--- src/rtl/ball_monitor_if.sv ---
// Signal bundle between the ball physics source and the ball monitor.
// The master side drives position and clear requests; the slave side reports motion.
interface ball_monitor_if;
  logic [16:0] position;
  logic        clr_cnt;
  logic [1:0]  dir;
  logic [7:0]  bounce_cnt;
  logic [16:0] apex;
  logic        hit_top;
  logic        beep;
  logic        stopped;

  modport master (
    output position, clr_cnt,
    input  dir, bounce_cnt, apex, hit_top, beep, stopped
  );

  modport slave (
    input  position, clr_cnt,
    output dir, bounce_cnt, apex, hit_top, beep, stopped
  );
endinterface

--- src/rtl/ball_monitor.sv ---
// Samples the ball height stream, classifies motion (fall/rise/rest), counts floor
// bounces, tracks the apex of each rise and times a beep on every impact.
module ball_monitor #(
  parameter int unsigned SAMPLE_DIV   = 48_000,
  parameter int unsigned BOTTOM       = 310,
  parameter int unsigned TOP          = 20,
  parameter int unsigned REST_SAMPLES = 8,
  parameter int unsigned BEEP_LEN     = 1_200_000
) (
  input logic           clk,
  input logic           rst,
  ball_monitor_if.slave bus
);

  localparam int unsigned DivW  = (SAMPLE_DIV > 1) ? $clog2(SAMPLE_DIV) : 1;
  localparam int unsigned BeepW = $clog2(BEEP_LEN + 1);
  localparam int unsigned RestW = $clog2(REST_SAMPLES + 1);

  localparam logic [16:0]      Bottom   = 17'(BOTTOM);
  localparam logic [16:0]      Top      = 17'(TOP);
  localparam logic [DivW-1:0]  DivLast  = DivW'(SAMPLE_DIV - 1);
  localparam logic [BeepW-1:0] BeepLoad = BeepW'(BEEP_LEN);
  localparam logic [RestW-1:0] RestMax  = RestW'(REST_SAMPLES);

  typedef enum logic [1:0] {
    StFall = 2'b00,
    StRest = 2'b01,
    StRise = 2'b11
  } state_e;

  state_e            state_q, state_d;
  logic [16:0]       sync1_q, sync2_q, raw_q, cur_q;
  logic [DivW-1:0]   div_q, div_d;
  logic [RestW-1:0]  rest_q, rest_d, rest_next;
  logic [7:0]        cnt_q, cnt_d;
  logic [16:0]       tracker_q, tracker_d;
  logic [16:0]       apex_q, apex_d;
  logic              hit_q, hit_d;
  logic [BeepW-1:0]  beep_q, beep_d;

  logic              tick, accept, at_floor, rest_done, delta_neg, delta_pos;
  logic              impact, floor_hit;
  logic signed [17:0] delta;

  assign tick   = (div_q == DivLast);
  // Two equal consecutive tick samples guard against a multi-bit update caught mid-flight.
  assign accept = tick && (sync2_q == raw_q);

  // At the evaluation edge cur_q still holds the previous accepted sample.
  assign delta     = $signed({1'b0, sync2_q}) - $signed({1'b0, cur_q});
  assign delta_neg = delta[17];
  assign delta_pos = !delta[17] && (delta != 18'sd0);

  assign at_floor  = (sync2_q == Bottom);
  assign rest_next = !at_floor ? '0 : (rest_q == RestMax) ? rest_q : rest_q + RestW'(1);
  assign rest_done = at_floor && (rest_next == RestMax);

  always_comb begin
    state_d   = state_q;
    rest_d    = rest_q;
    tracker_d = tracker_q;
    apex_d    = apex_q;
    hit_d     = 1'b0;
    impact    = 1'b0;
    floor_hit = 1'b0;
    div_d     = tick ? '0 : div_q + DivW'(1);
    beep_d    = (beep_q != '0) ? beep_q - BeepW'(1) : '0;
    cnt_d     = bus.clr_cnt ? 8'd0 : cnt_q;

    if (accept) begin
      rest_d = rest_next;
      case (state_q)
        StRest: begin
          if (sync2_q < Bottom) state_d = StFall;
        end
        StFall: begin
          if (delta_neg && ((cur_q >= Bottom) || (sync2_q >= Bottom))) begin
            state_d   = StRise;
            floor_hit = 1'b1;
            impact    = 1'b1;
            tracker_d = sync2_q;
          end else if (rest_done) begin
            state_d = StRest;
          end
        end
        StRise: begin
          if (rest_done) begin
            state_d = StRest;
          end else if (sync2_q <= Top) begin
            state_d = StFall;
            hit_d   = 1'b1;
            impact  = 1'b1;
            apex_d  = sync2_q;
          end else if (delta_pos) begin
            state_d = StFall;
            apex_d  = tracker_q;
          end else if (sync2_q < tracker_q) begin
            tracker_d = sync2_q;
          end
        end
        default: state_d = StRest;
      endcase
    end

    if (impact) beep_d = BeepLoad;
    // The clear has already been folded into cnt_d, so a coinciding impact lands on 1.
    if (floor_hit && (cnt_d != 8'hFF)) cnt_d = cnt_d + 8'd1;
  end

  always_ff @(posedge clk) begin
    if (rst) begin
      sync1_q   <= '0;
      sync2_q   <= '0;
      raw_q     <= '0;
      cur_q     <= Bottom;
      div_q     <= '0;
      state_q   <= StRest;
      rest_q    <= '0;
      cnt_q     <= '0;
      tracker_q <= Bottom;
      apex_q    <= Bottom;
      hit_q     <= 1'b0;
      beep_q    <= '0;
    end else begin
      sync1_q   <= bus.position;
      sync2_q   <= sync1_q;
      if (tick) raw_q <= sync2_q;
      if (accept) cur_q <= sync2_q;
      div_q     <= div_d;
      state_q   <= state_d;
      rest_q    <= rest_d;
      cnt_q     <= cnt_d;
      tracker_q <= tracker_d;
      apex_q    <= apex_d;
      hit_q     <= hit_d;
      beep_q    <= beep_d;
    end
  end

  assign bus.dir        = state_q;
  assign bus.stopped    = (state_q == StRest);
  assign bus.bounce_cnt = cnt_q;
  assign bus.apex       = apex_q;
  assign bus.hit_top    = hit_q;
  assign bus.beep       = (beep_q != '0);

endmodule

--- src/flat_wrapper.sv ---
// flat-port wrapper written by rule: the top's interface ports become plain ports
module ball_monitor_flat 
#(
  parameter int unsigned SAMPLE_DIV   = 48_000,
  parameter int unsigned BOTTOM       = 310,
  parameter int unsigned TOP          = 20,
  parameter int unsigned REST_SAMPLES = 8,
  parameter int unsigned BEEP_LEN     = 1_200_000
)
  (clk, rst, bus_position, bus_clr_cnt, bus_dir, bus_bounce_cnt, bus_apex, bus_hit_top, bus_beep, bus_stopped);
  ball_monitor_if bus_i ();
  input logic clk;
  input logic rst;
  input wire logic [$bits(bus_i.position)-1:0] bus_position;
  input wire logic [$bits(bus_i.clr_cnt)-1:0] bus_clr_cnt;
  output wire logic [$bits(bus_i.dir)-1:0] bus_dir;
  output wire logic [$bits(bus_i.bounce_cnt)-1:0] bus_bounce_cnt;
  output wire logic [$bits(bus_i.apex)-1:0] bus_apex;
  output wire logic [$bits(bus_i.hit_top)-1:0] bus_hit_top;
  output wire logic [$bits(bus_i.beep)-1:0] bus_beep;
  output wire logic [$bits(bus_i.stopped)-1:0] bus_stopped;
  assign bus_i.position = bus_position;
  assign bus_i.clr_cnt = bus_clr_cnt;
  assign bus_dir = bus_i.dir;
  assign bus_bounce_cnt = bus_i.bounce_cnt;
  assign bus_apex = bus_i.apex;
  assign bus_hit_top = bus_i.hit_top;
  assign bus_beep = bus_i.beep;
  assign bus_stopped = bus_i.stopped;
  ball_monitor #(.SAMPLE_DIV(SAMPLE_DIV), .BOTTOM(BOTTOM), .TOP(TOP), .REST_SAMPLES(REST_SAMPLES), .BEEP_LEN(BEEP_LEN)) u_core (.clk(clk), .rst(rst), .bus(bus_i));
endmodule
--- config.mk ---
export PLATFORM = sky130hd
export DESIGN_NAME = ball_monitor_flat
export DESIGN_NICKNAME = d
export VERILOG_FILES = /design/src/rtl/ball_monitor_if.sv /design/src/rtl/ball_monitor.sv /design/src/flat_wrapper.sv
export SDC_FILE = /design/constraint.sdc
export NUM_CORES = 1
export LEC_CHECK = 0
export BUFFER_PORTS_ARGS = -buffer_cell sky130_fd_sc_hd__buf_4
export CORE_UTILIZATION = 65
export DETAILED_ROUTE_END_ITERATION = 12
export HOLD_SLACK_MARGIN = 0.12
export MAX_ROUTING_LAYER = met4
export PLACE_DENSITY = 0.9
export SKIP_CTS_REPAIR_TIMING = 1
export SYNTH_ARGS = -nofsm -noshare
export SYNTH_HDL_FRONTEND = slang
export SYNTH_SLANG_ARGS = --single-unit
--- constraint.sdc ---
create_clock -name clk -period 9.5 [get_ports clk]
set_clock_uncertainty 0.05 [all_clocks]
set_input_delay 0.95 -clock clk [delete_from_list [all_inputs] [get_ports clk]]
set_output_delay 0.95 -clock clk [all_outputs]
set_load 0.01 [all_outputs]
Yosys cells after proc, flatten, opt, wreduce, memory -nomap -nowiden --
Cells that the tools add are included.
Cells by class: $add $sub $neg 5, multiply operators 0, divide/modulo/power cells 0, order comparisons 5, equality and inequality tests 16, shift-type cells 0, multiplexer cells 28, bitwise logic cells 4, reductions and logical operators 18
Operators by type and width (number):
- $mux 17 | 7
- $mux 21 | 2
- $ge 17x9->1 const B | 2
- $pmux 17 s2 | 1
- $reduce_bool 21->1 | 1
- $sub 21x1->21 const B | 1
- $reduce_bool 18->1 | 1
- $sub 17x17->18 | 1
- $eq 17x17->1 | 1
- $eq 17x9->1 const B | 1
- $le 17x5->1 const B | 1
- $lt 17x17->1 | 1
- $lt 17x9->1 const B | 1
- $add 16x1->16 const B | 1
- $eq 16x16->1 const B | 1
- $mux 8 | 2
- $mux 2 | 6
- $add 8x1->8 const B | 1
- $eq 4x4->1 const B | 2
- $mux 4 | 2
- $ne 8x8->1 const B | 1
- $reduce_and 4->1 | 2
- $reduce_and 7->1 | 1
- $mux 1 | 6
- 17 further kinds | 30
Word-level totals: flip-flop bits (word level) 154, latch bits 0, RAM bits 0, memory bits (read-only) 0, input port bits 20, output and inout port bits 30, logic and storage cells 89, memories kept 0

Logic depth before layout (Yosys ltp) --
Gate-level depths: netlist (run 1).
depth in word-level cells 9, mapped depth 17

Least setup slack after synthesis (run 1) --
OpenSTA, ideal clock, no wires.
path kind register -> register, start point register u_core.sync2_q[0], end point register u_core.tracker_q[10], data arrival time 3.330 ns, path slack 6.048 ns, stages on the path, launching flop included 17, buffers on the path 4, period minus slack after synthesis 3.452 ns, path through dfxtp_1 clkbuf_1 inv_1 ha_1 inv_1 fa_1 a21oi_1 o21ai_1 a21oi_1 mux2_1 or3b_1 or3_1 buf_6 o21ai_2 buf_6 buf_12 mux2i_1
On the way: longest elaborated chain between the ends 6
RTL lines:
- start, declared | line ball_monitor.sv:32 | logic [16:0] sync1_q, sync2_q, raw_q, cur_q;
- start signal, assigned | line ball_monitor.sv:126 | sync2_q <= sync1_q;
- parallel branches: the longest is 5 deep, another holds $sub 17x17->18
- $reduce_and 7->1 (no line) (*)
- end signal, assigned | line ball_monitor.sv:120 | tracker_q <= Bottom;
- end signal, assigned | line ball_monitor.sv:133 | tracker_q <= tracker_d;
- end, declared | line ball_monitor.sv:36 | logic [16:0] tracker_q, tracker_d;
Mark *: on every way between the ends. A chain may end at the register's enable or synchronous reset.

Worst setup path in the final report (run 1) --
start point register u_core.div_q[0], end point register u_core.tracker_q[5]
On the way: longest elaborated chain between the ends 3
RTL lines:
- start, declared | line ball_monitor.sv:33 | logic [DivW-1:0] div_q, div_d;
- start signal, assigned | line ball_monitor.sv:129 | div_q <= div_d;
- $eq 16x16->1 | line ball_monitor.sv:45 | assign tick = (div_q == DivLast);
- $logic_and 1x1->1 | line ball_monitor.sv:47 | assign accept = tick && (sync2_q == raw_q);
- $reduce_and 7->1 (no line)
No other way between the ends.

==> results of run 1 <==
## how the worst max path moves through the flow
stage / endpoint / cells after the start / slack, ps
detailed placement: u_core.tracker_q[11] / 11 / 4590
global route: u_core.tracker_q[11] / 11 / 4060
floorplan: u_core.tracker_q[10] / 16 / 6050
CTS: u_core.tracker_q[4] / 11 / 4500
global placement: u_core.tracker_q[1] / 11 / 4820
finish: u_core.tracker_q[5] / 11 / 4460
## Yosys cell counts, drive strengths merged (13+ instances only)
library cell    n
o21ai          24
nor2           86
ha             43
a21o           15
inv            55
xnor2          22
dfxtp         154
clkbuf         35
xor2           38
mux2i          36
a21oi          60
buf            13
nor3           23
nand3          56
nor4           23
nor2b          41
nand2         100
or3            15
nand4          13
## metal layers
metal | GRT usage | share of wire
met1 | 0.3888 | 0.41
met4 | 0.1842 | 0.048
met3 | 0.07279 | 0.075
met2 | 0.5280 | 0.47
met5 | - | 0
## sequential cells by signal, indices dropped and copies added (netlist names)
signal and flops:
u_core.beep_q 21, u_core.bus.apex 17, u_core.bus.bounce_cnt 8, u_core.bus.dir 2
u_core.bus.hit_top 1, u_core.cur_q 17, u_core.div_q 16, u_core.raw_q 17
u_core.rest_q 4, u_core.sync1_q 17, u_core.sync2_q 17, u_core.tracker_q 17
## worst reg2reg max path, delay by kind of cell, from the launching register on
| family | cells | cell delay [ps] |
|---|---|---|
| adder cells (fa/ha/maj) | 1 | 350 |
| AO/OA/AOI/OAI | 3 | 1370 |
| AND/OR/NAND/NOR | 5 | 2080 |
| buffers and inverters | 1 | 390 |
| flip-flops | 1 | 410 |
| multiplexers | 1 | 310 |
## power by group
group          internal [mW]  total (mW)  switching [mW]
clock network          0.352       0.659           0.307
logic                  0.131       0.311           0.179
registers              0.694       0.741          0.0465
total                   1.18        1.71           0.533
## final cells by class
cell class | instances | area share
clock buffers | 18 | 0.04855
clock inverters | 14 | 0.01383
multi-input cells | 707 | 0.5067
flip-flops and latches | 154 | 0.3408
well taps | 168 | 0.02324
inverters | 55 | 0.02282
repair buffers | 53 | 0.04399
## kinds of logic (layout without fill, tap and decap cells)
kind of cell | count (synthesis) | count (layout)
adders and majority gates | 44 | 44
muxes | 37 | 37
AOI/OAI and AO/OA | 163 | 163
DFF | 154 | 154
and+or+nand+nor | 403 | 403
xor gates and xnor gates | 60 | 60
buffers and inverters | 103 | 140
## metrics by stage
| stage | hold slack (ps) | power (mW) | setup slack [ps] | area, um2 | utilization |
|---|---|---|---|---|---|
| final | 388.0 | 1.711 | 4455 | 9045 | 0.7499 |
| after detailed placement | 370.4 | 1.054 | 4592 | 8481 | 0.7031 |
| after CTS | 385.9 | 1.705 | 4504 | 9045 | 0.7499 |
| after global placement | 367.8 | 1.041 | 4816 | 8481 | 0.7031 |
| after floorplan | 363.8 | 0.9858 | 6048 | 8078 | - |
| after global routing | 398.9 | 1.781 | 4062 | 9045 | 0.7499 |
==> impl_summary.log, run 1 <==
INFO  metric io_pins = 50
INFO  metric tightest_slew = 1225 ps
INFO  metric finalMaxSlewViolations = 0
INFO  metric cp_data_arrival_time = 5340 ps
INFO  metric maxCapViolCount = 0
INFO  metric postSynth.asyncResetShare = 0
INFO  metric muxShareOfSynthArea = 0.04600
INFO  metric wl = 20,320 um
INFO  metric worstPathMaxFanout = 29
INFO  metric sort_of_element_at_the_end_of_the_critical_path = flip-flop
INFO  metric hold-path-cell-count = 1
INFO  metric drt.antenna.violating_nets = 0
INFO  metric synth_area_per_cell = 8.379 um2
INFO  metric antenna_cells = 0
INFO  metric number_of_warnings_printed_during_yosys_synthesis = 0
INFO  metric synthDominantCellAreaShare = 0.3817
INFO  metric run_status = finished clean
INFO  metric power_density_over_the_cells = 189.2 mW/mm2
INFO  metric placed_cells = 1,137
INFO  metric clock_sink_count = 154
INFO  metric worst_ir_drop_vdd = 0.1551 mV
INFO  metric insertion_delay = 440 ps
INFO  metric register_area = 0.003083 mm2
INFO  metric fillers = 795
INFO  metric cp_common_cell = nand2_1
INFO  metric detailedRoute.firstIterationViolations = 640
INFO  metric synth_edf_count = 0
INFO  metric r2r-end = u_core.tracker_q[5]
INFO  metric worst_path_max_delay_cell = o21ai_2
INFO  metric synth-adder-area-share = 0.06908
INFO  metric viasPerCell = 6.175
INFO  metric postSynthCellCount = 964
INFO  metric mappedNetlistArea = 0.008078 mm2
INFO  metric root_buffer = clkbuf_16
INFO  metric critPathLaunchType = flip-flop
INFO  metric die_wd = 113.5 um
INFO  metric critPathTopFamily = simple AND/OR/NAND/NOR gates
INFO  metric syn_nets = 1,028
INFO  metric detail_route.drc_violations = 0
INFO  metric drive_above_1_share = 0.1019
INFO  metric post_synth_num_cell_types = 69
INFO  metric finalSetupViolCount = 0
INFO  metric rsz_0062_raised_after_global_routing = no
INFO  metric worstRegToRegCells = 11
INFO  metric dr.pass1.iters = 8
INFO  metric route.vias.total = 7,219
INFO  metric grt.overflow.total = 0
INFO  metric globalRouteTotalUtil = 0.3313
INFO  metric maxSlewHeadroom = 0.1766
INFO  metric mostFrequentLayoutCell = dfxtp_1
INFO  metric main_combinational_cell_family_by_area_after_synthesis = simple AND/OR/NAND/NOR gates
INFO  metric synth_top_flop_cell = dfxtp_1
INFO  metric holdPathEnd = u_core.sync2_q[1]
INFO  metric hold_path_class = flip-flop to flip-flop
INFO  metric layout.nets = 1,052
INFO  metric synth_top_cell_by_area = dfxtp_1
INFO  metric synth_xor_xnor_area_share = 0.06506
INFO  metric critical-path-max-stage-delay = 910 ps
INFO  metric synth_top_cells_by_area = dfxtp_1 (38%), ha_1 (6.7%), nand2_1 (4.6%)
INFO  metric setup.worst_path.start = u_core.div_q[0]
INFO  metric cp_data_required_time = 9800 ps
INFO  metric place.detailed.hpwl = 12,990 um
INFO  metric grt_pass1_vias = 6,763
INFO  metric layout-area-overhead-vs-synth = 11.97%
INFO  metric core_area = 0.01206 mm2
INFO  metric most_frequent_cells_in_the_layout = dfxtp_1 (154), nand2_1 (100), nor2_1 (86), a21oi_1 (60), nand3_1 (56)
INFO  metric numPortBuffers = 49
INFO  metric initial_antenna_violation_count = 0
INFO  metric hold_path_startpoint = u_core.sync1_q[1]
INFO  metric die_height = 113.5 um
INFO  metric final_hold_viol_count = 0
INFO  metric synth.yosys.seq_area_share = 0.3817
INFO  metric setup.reg_to_reg.worst_slack = 4460 ps
INFO  metric seq_cells_post_synth = 154
INFO  metric fp.dieArea = 0.01288 mm2
INFO  metric critical_path.n_buffers_inverters = 1
INFO  metric cts_tree = yes
INFO  metric crit_type = flip-flop to flip-flop
INFO  metric post_layout_min_period = 5045 ps
INFO  metric grt_start_max_net_pins = 88
INFO  metric cts_made_buffers = 17
INFO  metric instances_no_fill = 1,169
INFO  metric grt_first_pass_wirelength = 32,470 um
INFO  metric cts_buffer_depth = 2
INFO  metric max_freq = 198.2 MHz
INFO  metric synth-compound-area-share = 0.1358
INFO  metric routed_wire_length_per_instance = 17.38 um
INFO  metric layout_worst_path_cycle_share = 0.5310
INFO  metric path_cells = ha_1 > nand4b_1 > nor4_4 > nand2_1 > nor4_2 > buf_4 > o211ai_1 > a221oi_1 > nand2_1 > o21ai_2 > mux2i_1
INFO  metric placementRows = 40
INFO  metric clkSlewWorstSetupHoldPaths = 70 ps
INFO  metric post_synthesis_simple_gate_area_fraction = 0.2498
INFO  metric htree_num_levels = 4
INFO  metric initial_core_util = 0.6697
INFO  metric setup-tns-final = 0 ps
INFO  metric static-leakage-power = 3.711 nW
INFO  metric multiInputGateArea = 0.004583 mm2
INFO  metric timing.rr.start = u_core.div_q[0]
INFO  metric place.gp.congestion = 0.9374
(Power assumes the default switching activity.)
==> inputs of run 2 (changes only) <==
CORE_UTILIZATION = 55   (was 65)
PLACE_DENSITY = 0.82   (was 0.9)
clock period = 4.15 ns   (was 9.5 ns; I/O delays follow)
==> impl_summary.log, run 2 (synthesis gave the netlist of run 1 again) <==
INFO  metric root_buffer = clkbuf_16
INFO  metric finalSetupViolCount = 0
INFO  metric layout-area-overhead-vs-synth = 14.16%
INFO  metric grt_pass1_vias = 6,700
INFO  metric crit_type = flip-flop to flip-flop
INFO  metric total_power = 3.864 mW
INFO  metric fillers = 1,098
INFO  metric cts_tree = yes
INFO  metric maxSlewHeadroom = 0.3502
INFO  metric final_hold_viol_count = 0
INFO  metric io_pins = 50
INFO  metric cp_data_required_time = 4450 ps
INFO  metric sort_of_element_at_the_end_of_the_critical_path = flip-flop
INFO  metric static-leakage-power = 3.819 nW
INFO  metric initial_core_util = 0.5731
INFO  metric grt_first_pass_wirelength = 32,580 um
INFO  metric antenna_cells = 0
INFO  metric max_flop_register = u_core.beep_q
INFO  metric run_status = finished clean
INFO  metric globalRouteTotalUtil = 0.2851
INFO  metric tightest_slew = 974.7 ps
INFO  metric clkSlewWorstSetupHoldPaths = 70 ps
INFO  metric place.detailed.hpwl = 13,970 um
INFO  metric setup.reg_to_reg.worst_slack = 390 ps
INFO  metric worstRegToRegCells = 14
INFO  metric layout.nets = 1,074
INFO  metric fp.dieArea = 0.01518 mm2
INFO  metric initial_antenna_violation_count = 0
INFO  metric finalMaxSlewViolations = 0
INFO  metric place.gp.congestion = 0.8952
INFO  metric hold_path_class = input port to flip-flop
INFO  metric mostFrequentLayoutCell = dfxtp_1
INFO  metric clock_sink_count = 154
INFO  metric routed_wire_length_per_instance = 16.52 um
INFO  metric wl = 19,870 um
INFO  metric max_freq = 265.7 MHz
INFO  metric route.vias.total = 7,094
INFO  metric worstPathMaxFanout = 17
INFO  metric detail_route.drc_violations = 0
INFO  metric worst_ir_drop_vdd = 0.3439 mV
INFO  metric maxCapViolCount = 0
INFO  metric hold-path-cell-count = 2
INFO  metric layout_worst_path_cycle_share = 0.9068
INFO  metric power_density_over_the_cells = 419.0 mW/mm2
INFO  metric viasPerCell = 5.897
INFO  metric drt.antenna.violating_nets = 0
INFO  metric rsz_0062_raised_after_global_routing = no
INFO  metric cts_made_buffers = 17
INFO  metric grt.overflow.total = 0
INFO  metric finalInstanceArea = 0.009221 mm2
INFO  metric largest_reg_flops = 21
INFO  metric placementRows = 43
INFO  metric numPortBuffers = 49
INFO  metric place_area = 0.008661 mm2
INFO  metric htree_num_levels = 4
INFO  metric insertion_delay = 430 ps
INFO  metric r2r-end = u_core.tracker_q[9]
INFO  metric grt_start_max_net_pins = 97
INFO  metric detailedRoute.firstIterationViolations = 628
INFO  metric dr.pass1.iters = 7
INFO  metric cp_data_arrival_time = 4070 ps
INFO  metric cts_buffer_depth = 2
INFO  metric setup-tns-final = 0 ps
INFO  metric die_wd = 123.2 um
INFO  metric core_area = 0.01410 mm2
INFO  metric most_frequent_cells_in_the_layout = dfxtp_1 (154), nand2_1 (100), nor2_1 (86), buf_4 (75), a21oi_1 (60)
INFO  metric timing.rr.start = u_core.sync2_q[0]
INFO  metric hold_path_startpoint = bus_position[0]
INFO  metric preCtsSetupSlack = 492.5 ps
INFO  metric setup_slack = 386.9 ps
INFO  metric drive_above_1_share = 0.1212
INFO  metric critPathLaunchType = flip-flop
INFO  metric die_height = 123.2 um
INFO  metric holdPathEnd = u_core.sync1_q[0]
INFO  metric post_layout_min_period = 3763 ps
INFO  metric setup.worst_path.start = u_core.sync2_q[0]
[run 2: changes by cell type in the layout (fill, tap and decap cells not counted)]
cell	before	now
clkinv_4	2	4
clkbuf_8	1	0
clkinv_8	0	1
buf_4	53	75
inv_8	5	1
inv_6	3	6
clkinv_2	2	1
[run 2: worst max path at each step]
stage / to / slack, ps / depth (start not counted)
finish: u_core.tracker_q[9] / 390 / 14
global route: u_core.bus.apex[2] / 150 / 13
global placement: u_core.bus.apex[4] / 480 / 13
CTS: u_core.tracker_q[9] / 440 / 14
detailed placement: u_core.bus.apex[2] / 490 / 13
floorplan: u_core.tracker_q[8] / 700 / 16
[run 2: power by group]
| group | internal, mW | leakage (nW) | total (mW) | switching, mW |
|---|---|---|---|---|
| Sequential | 1.59 | 1.25 | 1.68 | 0.0909 |
| Clock | 0.786 | 0.270 | 1.46 | 0.676 |
| Combinational | 0.308 | 2.30 | 0.721 | 0.413 |
| Total | 2.68 | 3.82 | 3.86 | 1.18 |
[run 2: area by class of cell]
class	count	area [um2]	share of cell area
inverter	55	206.4	0.02239
timing repair buffer	75	563.0	0.06106
tap	180	225.2	0.02442
clock buffer	17	425.4	0.04613
multi-input combinational	707	4583	0.4970
clock inverter	15	135.1	0.01465
sequential	154	3083	0.3343
[run 2: metal layers]
layer | part of all wire | wire [um] | track usage | up-vias
met3 | 0.064 | 1275 | 0.05766 | 39
met2 | 0.47 | 9328 | 0.4508 | 261
met5 | 0 | 0 | - | -
met4 | 0.024 | 480 | 0.1024 | 0
met1 | 0.44 | 8787 | 0.3609 | 3341
li1 | - | - | - | 3453
[run 2: stage by stage]
| step | util | hold WS [ps] | cells |
|---|---|---|---|
| 2_1_floorplan | - | 363.8 | 964 |
| 3_3_place_gp | 0.6144 | 366.3 | 1171 |
| 3_5_place_dp | 0.6144 | 374.2 | 1171 |
| 4_1_cts | 0.6542 | 135.5 | 1203 |
| 5_1_grt | 0.6542 | 140.3 | 1203 |
| 6_report | 0.6542 | 141.3 | 1203 |
[run 2: worst max-delay path: stages, from the launching register on]
cell and delay [ps]:
dfxtp_1 310, inv_1 70, ha_1 150, inv_1 50, fa_1 420, a21oi_1 330
o21ai_1 150, o22ai_2 200, xor2_1 230, nand4_1 110, or3b_1 400, or3_1 450
o21ai_2 180, buf_4 320, mux2i_1 250
==> inputs of run 3 (changes only) <==
CORE_MARGIN = 2   (was default)
RECOVER_POWER = 25   (was default)
==> impl_summary.log, run 3 (synthesis gave the netlist of run 1 again) <==
INFO  metric static-leakage-power = 3.785 nW
INFO  metric initial_core_util = 0.5600
INFO  metric htree_num_levels = 4
INFO  metric layout_worst_path_cycle_share = 0.8972
INFO  metric run_status = finished with violations
INFO  metric setup_slack = 426.7 ps
INFO  metric place.gp.congestion = 1.014
INFO  metric cts_buffer_depth = 2
INFO  metric insertion_delay = 440 ps
INFO  metric detailedRoute.firstIterationViolations = 637
INFO  metric io_pins = 50
INFO  metric globalRouteTotalUtil = 0.2677
INFO  metric drive_above_1_share = 0.1056
INFO  metric cts_made_buffers = 17
INFO  metric layout.nets = 1,074
INFO  metric drt.antenna.violating_nets = 0
INFO  metric clkSlewWorstSetupHoldPaths = 70 ps
INFO  metric final.hold.worst_slack = 131.6 ps
INFO  metric crit_type = flip-flop to flip-flop
INFO  metric detail_route.drc_violations = 0
INFO  metric maxCapViolCount = 1
INFO  metric placementRows = 44
INFO  metric initial_antenna_violation_count = 1
INFO  metric die_wd = 125.2 um
INFO  metric grt_start_max_net_pins = 91
INFO  metric dr.pass1.iters = 6
INFO  metric max_freq = 268.6 MHz
INFO  metric place.detailed.hpwl = 14,140 um
INFO  metric route.vias.total = 7,128
INFO  metric finalMaxSlewViolations = 91
INFO  metric largest_reg_flops = 21
INFO  metric core_area = 0.01442 mm2
INFO  metric cp_data_required_time = 4340 ps
INFO  metric root_buffer = clkbuf_16
INFO  metric failed_checks = capacitance limit, slew limit
INFO  metric numPortBuffers = 49
INFO  metric maxSlewHeadroom = -0.2026
INFO  metric sort_of_element_at_the_end_of_the_critical_path = flip-flop
INFO  metric place_area = 0.008666 mm2
INFO  metric critPathLaunchType = flip-flop
INFO  metric rsz_0062_raised_after_global_routing = no
INFO  metric wl = 20,140 um
INFO  metric finalSetupViolCount = 0
INFO  metric post_layout_min_period = 3723 ps
INFO  metric power_density_over_the_cells = 433.7 mW/mm2
INFO  metric tightest_slew = 1804 ps
INFO  metric worst_ir_drop_vdd = 0.3136 mV
INFO  metric hold_path_class = input port to flip-flop
INFO  metric grt_first_pass_wirelength = 33,160 um
INFO  metric worstRegToRegCells = 11
INFO  metric preCtsSetupSlack = 510.9 ps
INFO  metric worstPathMaxFanout = 16
INFO  metric setup-tns-final = 0 ps
INFO  metric fp.dieArea = 0.01567 mm2
INFO  metric hold-path-cell-count = 2
INFO  metric antenna_cells = 0
INFO  metric max_flop_register = u_core.beep_q
INFO  metric mostFrequentLayoutCell = dfxtp_1
INFO  metric grt.overflow.total = 0
INFO  metric cp_data_arrival_time = 3910 ps
INFO  metric routed_wire_length_per_instance = 16.68 um
INFO  metric die_height = 125.2 um
INFO  metric fin_util = 0.6387
INFO  metric layout-area-overhead-vs-synth = 14.05%
INFO  metric most_frequent_cells_in_the_layout = dfxtp_1 (154), nand2_1 (100), nor2_1 (86), a21oi_1 (60), buf_4 (58)
INFO  metric clock_sink_count = 154
INFO  metric viasPerCell = 5.906
INFO  metric grt_pass1_vias = 6,714
INFO  metric finalInstanceArea = 0.009213 mm2
INFO  metric cts_tree = yes
INFO  metric final_hold_viol_count = 0
run 3: final timing paths:
path	from	slack (ps)	end
worst min register to register	u_core.sync1_q[13]	390	u_core.sync2_q[13]
worst max-delay path	u_core.cur_q[11]	430	u_core.bus.apex[11]
worst max register to register	u_core.cur_q[11]	430	u_core.bus.apex[11]
worst min-delay path	bus_position[4]	130	u_core.sync1_q[4]
run 3: power breakdown:
part | switching [mW] | internal, mW
sequential | 0.0866 | 1.59
combinational | 0.417 | 0.309
clock | 0.660 | 0.934
run 3: worst max-delay path: stages (launching register included):
cell and delay, ps:
dfxtp_1 330, inv_1 60, ha_1 400, a21oi_1 300, o21ai_0 210, a22o_1 260
nor4_1 290, nand4_1 160, or4_1 540, o41a_1 610, nand3_1 220, a21oi_1 90
run 3: per-stage QoR:
| step | total power [mW] | instances |
|---|---|---|
| finish | 3.995 | 1207 |
| global route | 4.178 | 1207 |
| CTS | 4.003 | 1207 |
| detailed placement | 2.422 | 1175 |
| global placement | 2.403 | 1175 |
| floorplan | 2.257 | 964 |
run 3: cell type report:
class                   instances  area (um2)
inverters                      55       206.4
well taps                     184       230.2
clock inverters                13       156.4
multi-input cells             707        4583
flip-flops and latches        154        3083
clock buffers                  19       452.9
fillers                      1175        5211
repair buffers                 75       500.5
run 3: routing by layer:
metal / global-route usage / wire length, um / vias up
met3: 0.05605 / 1340 / 68
met1: 0.3373 / 8684 / 3314
met5: - / 0 / -
met2: 0.4137 / 9394 / 285
met4: 0.1235 / 715 / 0
li1: - / - / 3461
